$ cat src/rtl/red_pitaya_dsp_pkg.sv
// Shared definitions for the rate-divided DSP output stages.
// Holds the slew FSM state encoding and the default DAC word width.
package red_pitaya_dsp_pkg;

    localparam int DSP_DW = 14;

    typedef enum logic [1:0] {
        ST_BYPASS = 2'd0,
        ST_TRACK  = 2'd1,
        ST_SLEW   = 2'd2
    } dsp_state_e;

endpackage

$ cat src/rtl/red_pitaya_tick_gen.sv
// Prescaler: tick_o pulses combinationally when cnt reaches prescale_i (one tick every prescale_i+1 clocks).
// hold_i freezes the count and masks the tick; clr_i forces the count to zero and wins over hold_i.
module red_pitaya_tick_gen #(
    parameter int PW = 16
) (
    input  logic          clk_i,
    input  logic          rst_i,
    input  logic          clr_i,
    input  logic          hold_i,
    input  logic [PW-1:0] prescale_i,
    output logic          tick_o
);

    logic [PW-1:0] cnt_q, cnt_d;
    logic          tick;

    // ">=" so that lowering prescale_i below the current count still ticks
    assign tick   = !clr_i && !hold_i && (cnt_q >= prescale_i);
    assign tick_o = tick;

    always_comb begin
        cnt_d = cnt_q;
        if (clr_i) begin
            cnt_d = '0;
        end else if (hold_i) begin
            cnt_d = cnt_q;
        end else if (tick) begin
            cnt_d = '0;
        end else begin
            cnt_d = cnt_q + 1'b1;
        end
    end

    always_ff @(posedge clk_i) begin
        if (rst_i) begin
            cnt_q <= '0;
        end else begin
            cnt_q <= cnt_d;
        end
    end

endmodule

$ cat src/rtl/red_pitaya_dac_slew.sv
// DAC slew-rate limiter: at most step_i LSB of change per prescaled tick; bypass passes data with 1-cycle latency.
// Optional DAC_SLEW_CLAMP_EN adds lo_i/hi_i and clamps the target before slewing and in bypass.
module red_pitaya_dac_slew
    import red_pitaya_dsp_pkg::*;
#(
    parameter int DW = DSP_DW,
    parameter int PW = 16
) (
    input  logic                 clk_i,
    input  logic                 rst_i,
    input  logic signed [DW-1:0] dat_i,
    input  logic                 enable_i,
    input  logic                 hold_i,
    input  logic        [DW-1:0] step_i,
    input  logic        [PW-1:0] prescale_i,
`ifdef DAC_SLEW_CLAMP_EN
    input  logic signed [DW-1:0] lo_i,
    input  logic signed [DW-1:0] hi_i,
`endif
    output logic signed [DW-1:0] dat_o,
    output logic                 settled_o,
    output logic                 slewing_o,
    output logic                 limited_o
);

    dsp_state_e          state_q, state_d;
    logic signed [DW-1:0] dat_q, dat_d;
    logic signed [DW-1:0] tgt;
    logic signed [DW:0]   diff;
    logic        [DW-1:0] abs_diff;
    logic                 settled_q, settled_d;
    logic                 slewing_q, slewing_d;
    logic                 limited_q, limited_d;
    logic                 tick;
    logic                 cnt_clr;

`ifdef DAC_SLEW_CLAMP_EN
    // An inverted window collapses to lo_i
    always_comb begin
        if (lo_i > hi_i) begin
            tgt = lo_i;
        end else if (dat_i < lo_i) begin
            tgt = lo_i;
        end else if (dat_i > hi_i) begin
            tgt = hi_i;
        end else begin
            tgt = dat_i;
        end
    end
`else
    assign tgt = dat_i;
`endif

    // One extra bit makes the difference exact for any pair of DW-bit words
    assign diff     = {tgt[DW-1], tgt} - {dat_q[DW-1], dat_q};
    assign abs_diff = diff[DW] ? DW'(-diff) : DW'(diff);

    assign cnt_clr = !enable_i || (state_q == ST_BYPASS);

    red_pitaya_tick_gen #(
        .PW(PW)
    ) u_tick_gen (
        .clk_i      (clk_i),
        .rst_i      (rst_i),
        .clr_i      (cnt_clr),
        .hold_i     (hold_i),
        .prescale_i (prescale_i),
        .tick_o     (tick)
    );

    always_comb begin
        state_d   = state_q;
        dat_d     = dat_q;
        limited_d = limited_q;
        if (!enable_i) begin
            state_d   = ST_BYPASS;
            dat_d     = tgt;
            limited_d = 1'b0;
        end else begin
            unique case (state_q)
                ST_BYPASS: begin
                    state_d = ST_TRACK;
                end
                ST_TRACK, ST_SLEW: begin
                    if (tick) begin
                        if (abs_diff <= step_i) begin
                            dat_d   = tgt;
                            state_d = ST_TRACK;
                        end else begin
                            // |diff| > step_i keeps the stepped value strictly inside the range, so modular add is exact
                            dat_d     = diff[DW] ? dat_q - step_i : dat_q + step_i;
                            limited_d = 1'b1;
                            state_d   = ST_SLEW;
                        end
                    end
                end
                default: begin
                    state_d = ST_BYPASS;
                    dat_d   = tgt;
                end
            endcase
        end
        settled_d = (dat_d == tgt);
        slewing_d = (state_d == ST_SLEW);
    end

    always_ff @(posedge clk_i) begin
        if (rst_i) begin
            state_q   <= ST_BYPASS;
            dat_q     <= '0;
            settled_q <= 1'b0;
            slewing_q <= 1'b0;
            limited_q <= 1'b0;
        end else begin
            state_q   <= state_d;
            dat_q     <= dat_d;
            settled_q <= settled_d;
            slewing_q <= slewing_d;
            limited_q <= limited_d;
        end
    end

    assign dat_o     = dat_q;
    assign settled_o = settled_q;
    assign slewing_o = slewing_q;
    assign limited_o = limited_q;

endmodule

$ cat config.mk
export PLATFORM = sky130hd
export DESIGN_NAME = red_pitaya_dac_slew
export DESIGN_NICKNAME = d
export VERILOG_FILES = /design/src/rtl/red_pitaya_dsp_pkg.sv /design/src/rtl/red_pitaya_tick_gen.sv /design/src/rtl/red_pitaya_dac_slew.sv
export SDC_FILE = /design/constraint.sdc
export NUM_CORES = 1
export LEC_CHECK = 0
export ABC_AREA = 1
export CAP_MARGIN = 20
export CORE_MARGIN = 8
export CORE_UTILIZATION = 35
export DETAILED_ROUTE_END_ITERATION = 10
export GPL_ROUTABILITY_DRIVEN = 0
export PLACE_DENSITY = 0.62
export SYNTH_ARGS = -nofsm -noshare
export SYNTH_HDL_FRONTEND = slang
export SYNTH_HIERARCHICAL = 1
export SYNTH_SLANG_ARGS = --single-unit
$ cat constraint.sdc
create_clock -name clk_i -period 15.08 [get_ports clk_i]
set_input_delay 4.524 -clock clk_i [delete_from_list [all_inputs] [get_ports clk_i]]
set_output_delay 4.524 -clock clk_i [all_outputs]
set_load 0.05 [all_outputs]
### Word-level counts from Yosys, hierarchy flattened

Cells that the tools add are included.

* order comparisons: 2
* bitwise logic cells: 2
* reduce and logical (&&, ||, !) cells: 11
* add/subtract/negate cells: 5
* eq/ne operators: 4
* multiplexer cells: 11

Operators with widths (count)
* 14-bit 2-to-1 mux: 5
* 14-bit case mux with 2 select lines: 1
* 16-bit by 1-bit adder with 16-bit output, second input constant: 1
* 16-bit >= comparator: 1
* 16-bit 2-to-1 mux: 1
* 14-bit by 14-bit subtractor with 15-bit output: 1
* 14-bit adder: 1
* 14-bit equality test: 1
* 14-bit <= comparator: 1
* 14-bit negation: 1
* 14-bit subtractor: 1
* 2-bit 2-to-1 mux: 3
* 2-bit OR reduction: 3
* 2-bit equality test, second input constant: 2
* 2-bit case mux with 2 select lines: 1
* 1-bit logical NOT: 3
* 3-bit AND reduction: 1
* 2-bit by 1-bit equality test with 1-bit output, second input constant: 1
* 1-bit logical AND: 2
* 2-bit logical NOT: 1
* 1-bit inverter: 2
* 1-bit logical OR: 1

* word-level logic and storage cells: 41
* bits in registers: 35
* input port bits: 48
* output and inout bits: 17

### Depth between registers and ports, before layout

* depth in word-level cells: 9
* mapped depth: 38

### Hierarchy

Netlist, hierarchy kept.

By module, submodules not included
* red_pitaya_dac_slew: instances 1, area an instance 3863.7 um^2, seq. area each 380.4 um^2, cells an instance 660
* red_pitaya_tick_gen: instances 1, area an instance 1248.7 um^2, seq. area each 320.3 um^2, cells an instance 178

### Worst setup path before layout

Ideal clock, no wire load.

* path kind: input to register
* start point: in dat_i[0]
* end point: reg settled_q, in the netlist settled_o
* data required time: 15.016 ns
* setup time: 0.064 ns
* stages: 36
* slack: 6.935 ns
* arrival time: 8.081 ns
* buffers on the path: 2
* path through: inv_1 ha_1 inv_1 fa_1 nand2_1 nand2_1 nand3b_1 nand2_1 nand2_1 nand2_1 nand2_1 nand2_1 inv_1 clkbuf_1 nand2_1 xor2_1 ha_1 nand2_2 nor2_4 inv_2 nor2_4 nand2_2 nand2_4 nand2_4 nor2_4 buf_6 nand2_2 nand3_2 nand2_2 nand3_1 nand2_1 nor2_1 nand2_1 nor2_2 nand2_1 nor2_1

* longest elaborated chain between the ends: 9
* elaborated cells between the ends (all ways): 10

RTL lines
* start: declaration: RTL line red_pitaya_dac_slew.sv:11 `input logic signed [DW-1:0] dat_i,`
* 14-bit by 14-bit subtractor with 15-bit output: RTL line red_pitaya_dac_slew.sv:55 `assign diff = {tgt[DW-1], tgt} - {dat_q[DW-1], dat_q};`
* 14-bit negation: RTL line red_pitaya_dac_slew.sv:56 `assign abs_diff = diff[DW] ? DW'(-diff) : DW'(diff);`
* 14-bit 2-to-1 mux: RTL line red_pitaya_dac_slew.sv:56
* 14-bit <= comparator: RTL line red_pitaya_dac_slew.sv:86 `if (abs_diff <= step_i) begin`
* 14-bit 2-to-1 mux: RTL line red_pitaya_dac_slew.sv:86
* 14-bit 2-to-1 mux: RTL line red_pitaya_dac_slew.sv:85 `if (tick) begin`
* 14-bit case mux with 2 select lines: RTL line red_pitaya_dac_slew.sv:80 `unique case (state_q)`
* 14-bit 2-to-1 mux: RTL line red_pitaya_dac_slew.sv:75 `if (!enable_i) begin`
* 14-bit equality test *: RTL line red_pitaya_dac_slew.sv:103 `settled_d = (dat_d == tgt);`
* end signal: assignment: RTL line red_pitaya_dac_slew.sv:117 `settled_q <= settled_d;`
* end: declaration: RTL line red_pitaya_dac_slew.sv:31 `logic settled_q, settled_d;`

Mark *: on every way between the ends. The rest lies on a longest branch, timed or not.
A chain may end at the register's enable or synchronous reset.

### Worst setup path after layout

Same ends and word-level chain as after synthesis.

==> results.json <==
{
  "dpl.hpwl_um": 11790,
  "r2r_cells": 33,
  "synthesis.area_sq_mm": 0.005112,
  "post_cts_resized": 0,
  "cpMaxStageDelayCell": "inv_1",
  "drv_cap": 0,
  "crit_path_start_kind": "primary input",
  "final_cell_mix": "nand2_1 (195), inv_1 (147), nor2_1 (82)",
  "row_count": 44,
  "period_share": 0.6213,
  "wl_um": 14000,
  "path_common_cell": "nand2_1",
  "end_kind": "flop",
  "die-area_sq_mm": 0.01873,
  "status": "finished, final reports clean",
  "crit_type": "primary input to flop",
  "grt_max_degree": 28,
  "area_growth_pct": 17.91,
  "slew-limit-headroom": 0.5154,
  "grt_usage": 0.1533,
  "io_pins": 65,
  "ff2ff_setup_slack_ps": 10080,
  "viasPerCell": 4.829,
  "rr_endpoint": "settled_o$_SDFF_PP0_",
  "async_flop_share": 0,
  "wl_per_cell_um": 13.00,
  "portBuffers": 64,
  "crit_end": "settled_o$_SDFF_PP0_",
  "start_util": 0.3544,
  "cts.clk_slew.worst_paths_ps": 60,
  "drc": 0,
  "cts-hold-fix-buffers": 0,
  "hold_class": "flop to flop",
  "power.total_w": 0.0004837,
  "first_pass_iters": 5,
  "clk_latency_ps": 280,
  "grt_pass1_wl_um": 23340,
  "vias": 5201,
  "ys_warn_count": 6,
  "cts_buffers": 5,
  "die_x_um": 136.9,
  "power.leakage_nw": 3.011,
  "clock_path_buffers": 2,
  "clkSinkCount": 35,
  "grt_pass1_vias": 4960,
  "antenna_found_initial": 0,
  "worstSetupStartpoint": "dat_i[0]",
  "critPathMaxFanout": 16,
  "worstHoldPathCells": 2,
  "arrival_ps": 9590,
  "synth_edf_count": 0,
  "root_buffer": "clkbuf_16",
  "drive_gt1_frac": 0.04927,
  "layout.nets": 1004,
  "ys_seq_elements": 35,
  "cp.required_ps": 15300,
  "rsz0062_at_grt": "false",
  "yosysSeqAreaShare": 0.1371,
  "final.setup.tns_ps": 0,
  "syn-num-nets": 950,
  "power_density_mw_per_mm2": 80.24,
  "vdd_drop_max_mv": 0.03767,
  "hold_viol": 0,
  "die_h_um": 136.9,
  "slew_violations": 0,
  "diodes": 0,
  "synth_ff_type": "dfxtp_1",
  "drt_iter0_markers": 351,
  "period_minus_slack_ps": 9369,
  "synth_area_per_cell_sq_um": 6.101,
  "fin_skew_ps": 6.760,
  "crit-reg2reg-launch": "dat_o[0]$_SDFF_PP0_",
  "final_common_cell": "nand2_1",
  "antenna_left": 0,
  "fmax_mhz": 106.7,
  "htreeDepth": 2,
  "ys_types": 42,
  "coreArea_sq_mm": 0.01442,
  "worst_pin_slew_ps": 724.7,
  "cts_tree": "built",
  "postCtsSetupRepairBufs": 0,
  "syn_inst": 838,
  "overflow": 0,
  "crit_path_max_incr_delay_ps": 480,
  "setup_violations": 0
}
[area by class of cell]
class | instances | area [sq um]
repair buffers | 64 | 640.6
flip-flops and latches | 35 | 700.7
fillers | 1571 | 8396
inverters | 149 | 559.3
clock buffers | 5 | 125.1
multi-input cells | 637 | 3752
clock inverters | 3 | 20.02
well taps | 184 | 230.2
[worst max-delay path, delay by kind of cell]
family                   cells  cell delay, ps
adder cells (fa/ha/maj)      3             840
AO/OA/AOI/OAI                2             260
buffers and inverters        6            1210
AND/OR/NAND/NOR             23            2540
XOR/XNOR                     1             170
[synthesized netlist by cell type, types with 3 or more instances]
cell type | count | area, sq um
nor2_1 | 82 | 307.8
buf_6 | 4 | 45.04
o21ai_0 | 29 | 145.1
xnor2_1 | 9 | 78.83
nor2_2 | 3 | 18.77
nand4_1 | 16 | 100.1
clkbuf_1 | 8 | 30.03
nand3_2 | 7 | 70.07
nand3_1 | 73 | 365.4
a21oi_1 | 62 | 310.3
inv_1 | 147 | 551.8
nor2_4 | 7 | 78.83
buf_2 | 5 | 25.02
nand2_1 | 195 | 732.0
a21o_1 | 4 | 30.03
nor3_1 | 7 | 35.03
nand3b_1 | 4 | 30.03
nand2_2 | 11 | 68.82
xor2_1 | 38 | 332.8
ha_1 | 62 | 775.7
dfxtp_1 | 35 | 700.7
o21bai_1 | 4 | 30.03
[stage by stage]
stage	hold WS, ps	setup slack, ps	instance area (sq um)	std cells	util
final	458.8	5711	6028	1077	0.4179
after detailed placement	452.4	5421	5883	1069	0.4079
after floorplan	488.2	6935	5112	838	-
after global placement	444.1	5537	5883	1069	0.4079
after global routing	506.1	5142	6028	1077	0.4179
after CTS	460.6	5721	6028	1077	0.4179
[sequential cells by signal, indices dropped and copies added, names as in the netlist]
signal            flops
u_tick_gen/cnt_q     16
slewing_o             1
limited_o             1
settled_o             1
state_q               2
dat_o                14
[power breakdown]
group | total (W) | internal (W) | leakage, nW | switching [W]
clock network | 0.000101 | 0.0000608 | 0.0658 | 0.0000400
registers | 0.000101 | 0.0000955 | 0.286 | 0.00000499
logic | 0.000282 | 0.000105 | 2.66 | 0.000178
total | 0.000484 | 0.000261 | 3.01 | 0.000223
[metal layers]
| metal | up-vias | track usage | part of all wire |
|---|---|---|---|
| met4 | 0 | 0.03983 | 0.015 |
| met3 | 10 | 0.01138 | 0.054 |
| li1 | 2787 | - | - |
| met1 | 2272 | 0.2154 | 0.50 |
| met5 | - | 0 | 0 |
| met2 | 132 | 0.2468 | 0.43 |
[worst min path at each step]
stage,to,slack (ps),startpoint
2_1_floorplan,state_q[1]$_SDFF_PP0_,490,state_q[1]$_SDFF_PP0_
3_3_place_gp,limited_o$_SDFFE_PP0P_,440,limited_o$_SDFFE_PP0P_
3_5_place_dp,limited_o$_SDFFE_PP0P_,450,limited_o$_SDFFE_PP0P_
4_1_cts,limited_o$_SDFFE_PP0P_,460,limited_o$_SDFFE_PP0P_
5_1_grt,limited_o$_SDFFE_PP0P_,510,limited_o$_SDFFE_PP0P_
6_report,limited_o$_SDFFE_PP0P_,460,limited_o$_SDFFE_PP0P_
[kinds of logic after synthesis]
logic type	count (synthesis)	share of synthesized area
flip-flops	35	0.1371
buffers and inverters	166	0.1290
adder cells (fa/ha/maj)	64	0.1596
XOR/XNOR	48	0.08370
AND/OR/NAND/NOR	414	0.3725
AO/OA/AOI/OAI	110	0.1163
multiplexers	1	0.001958
Power figures use the tool's default switching activity.
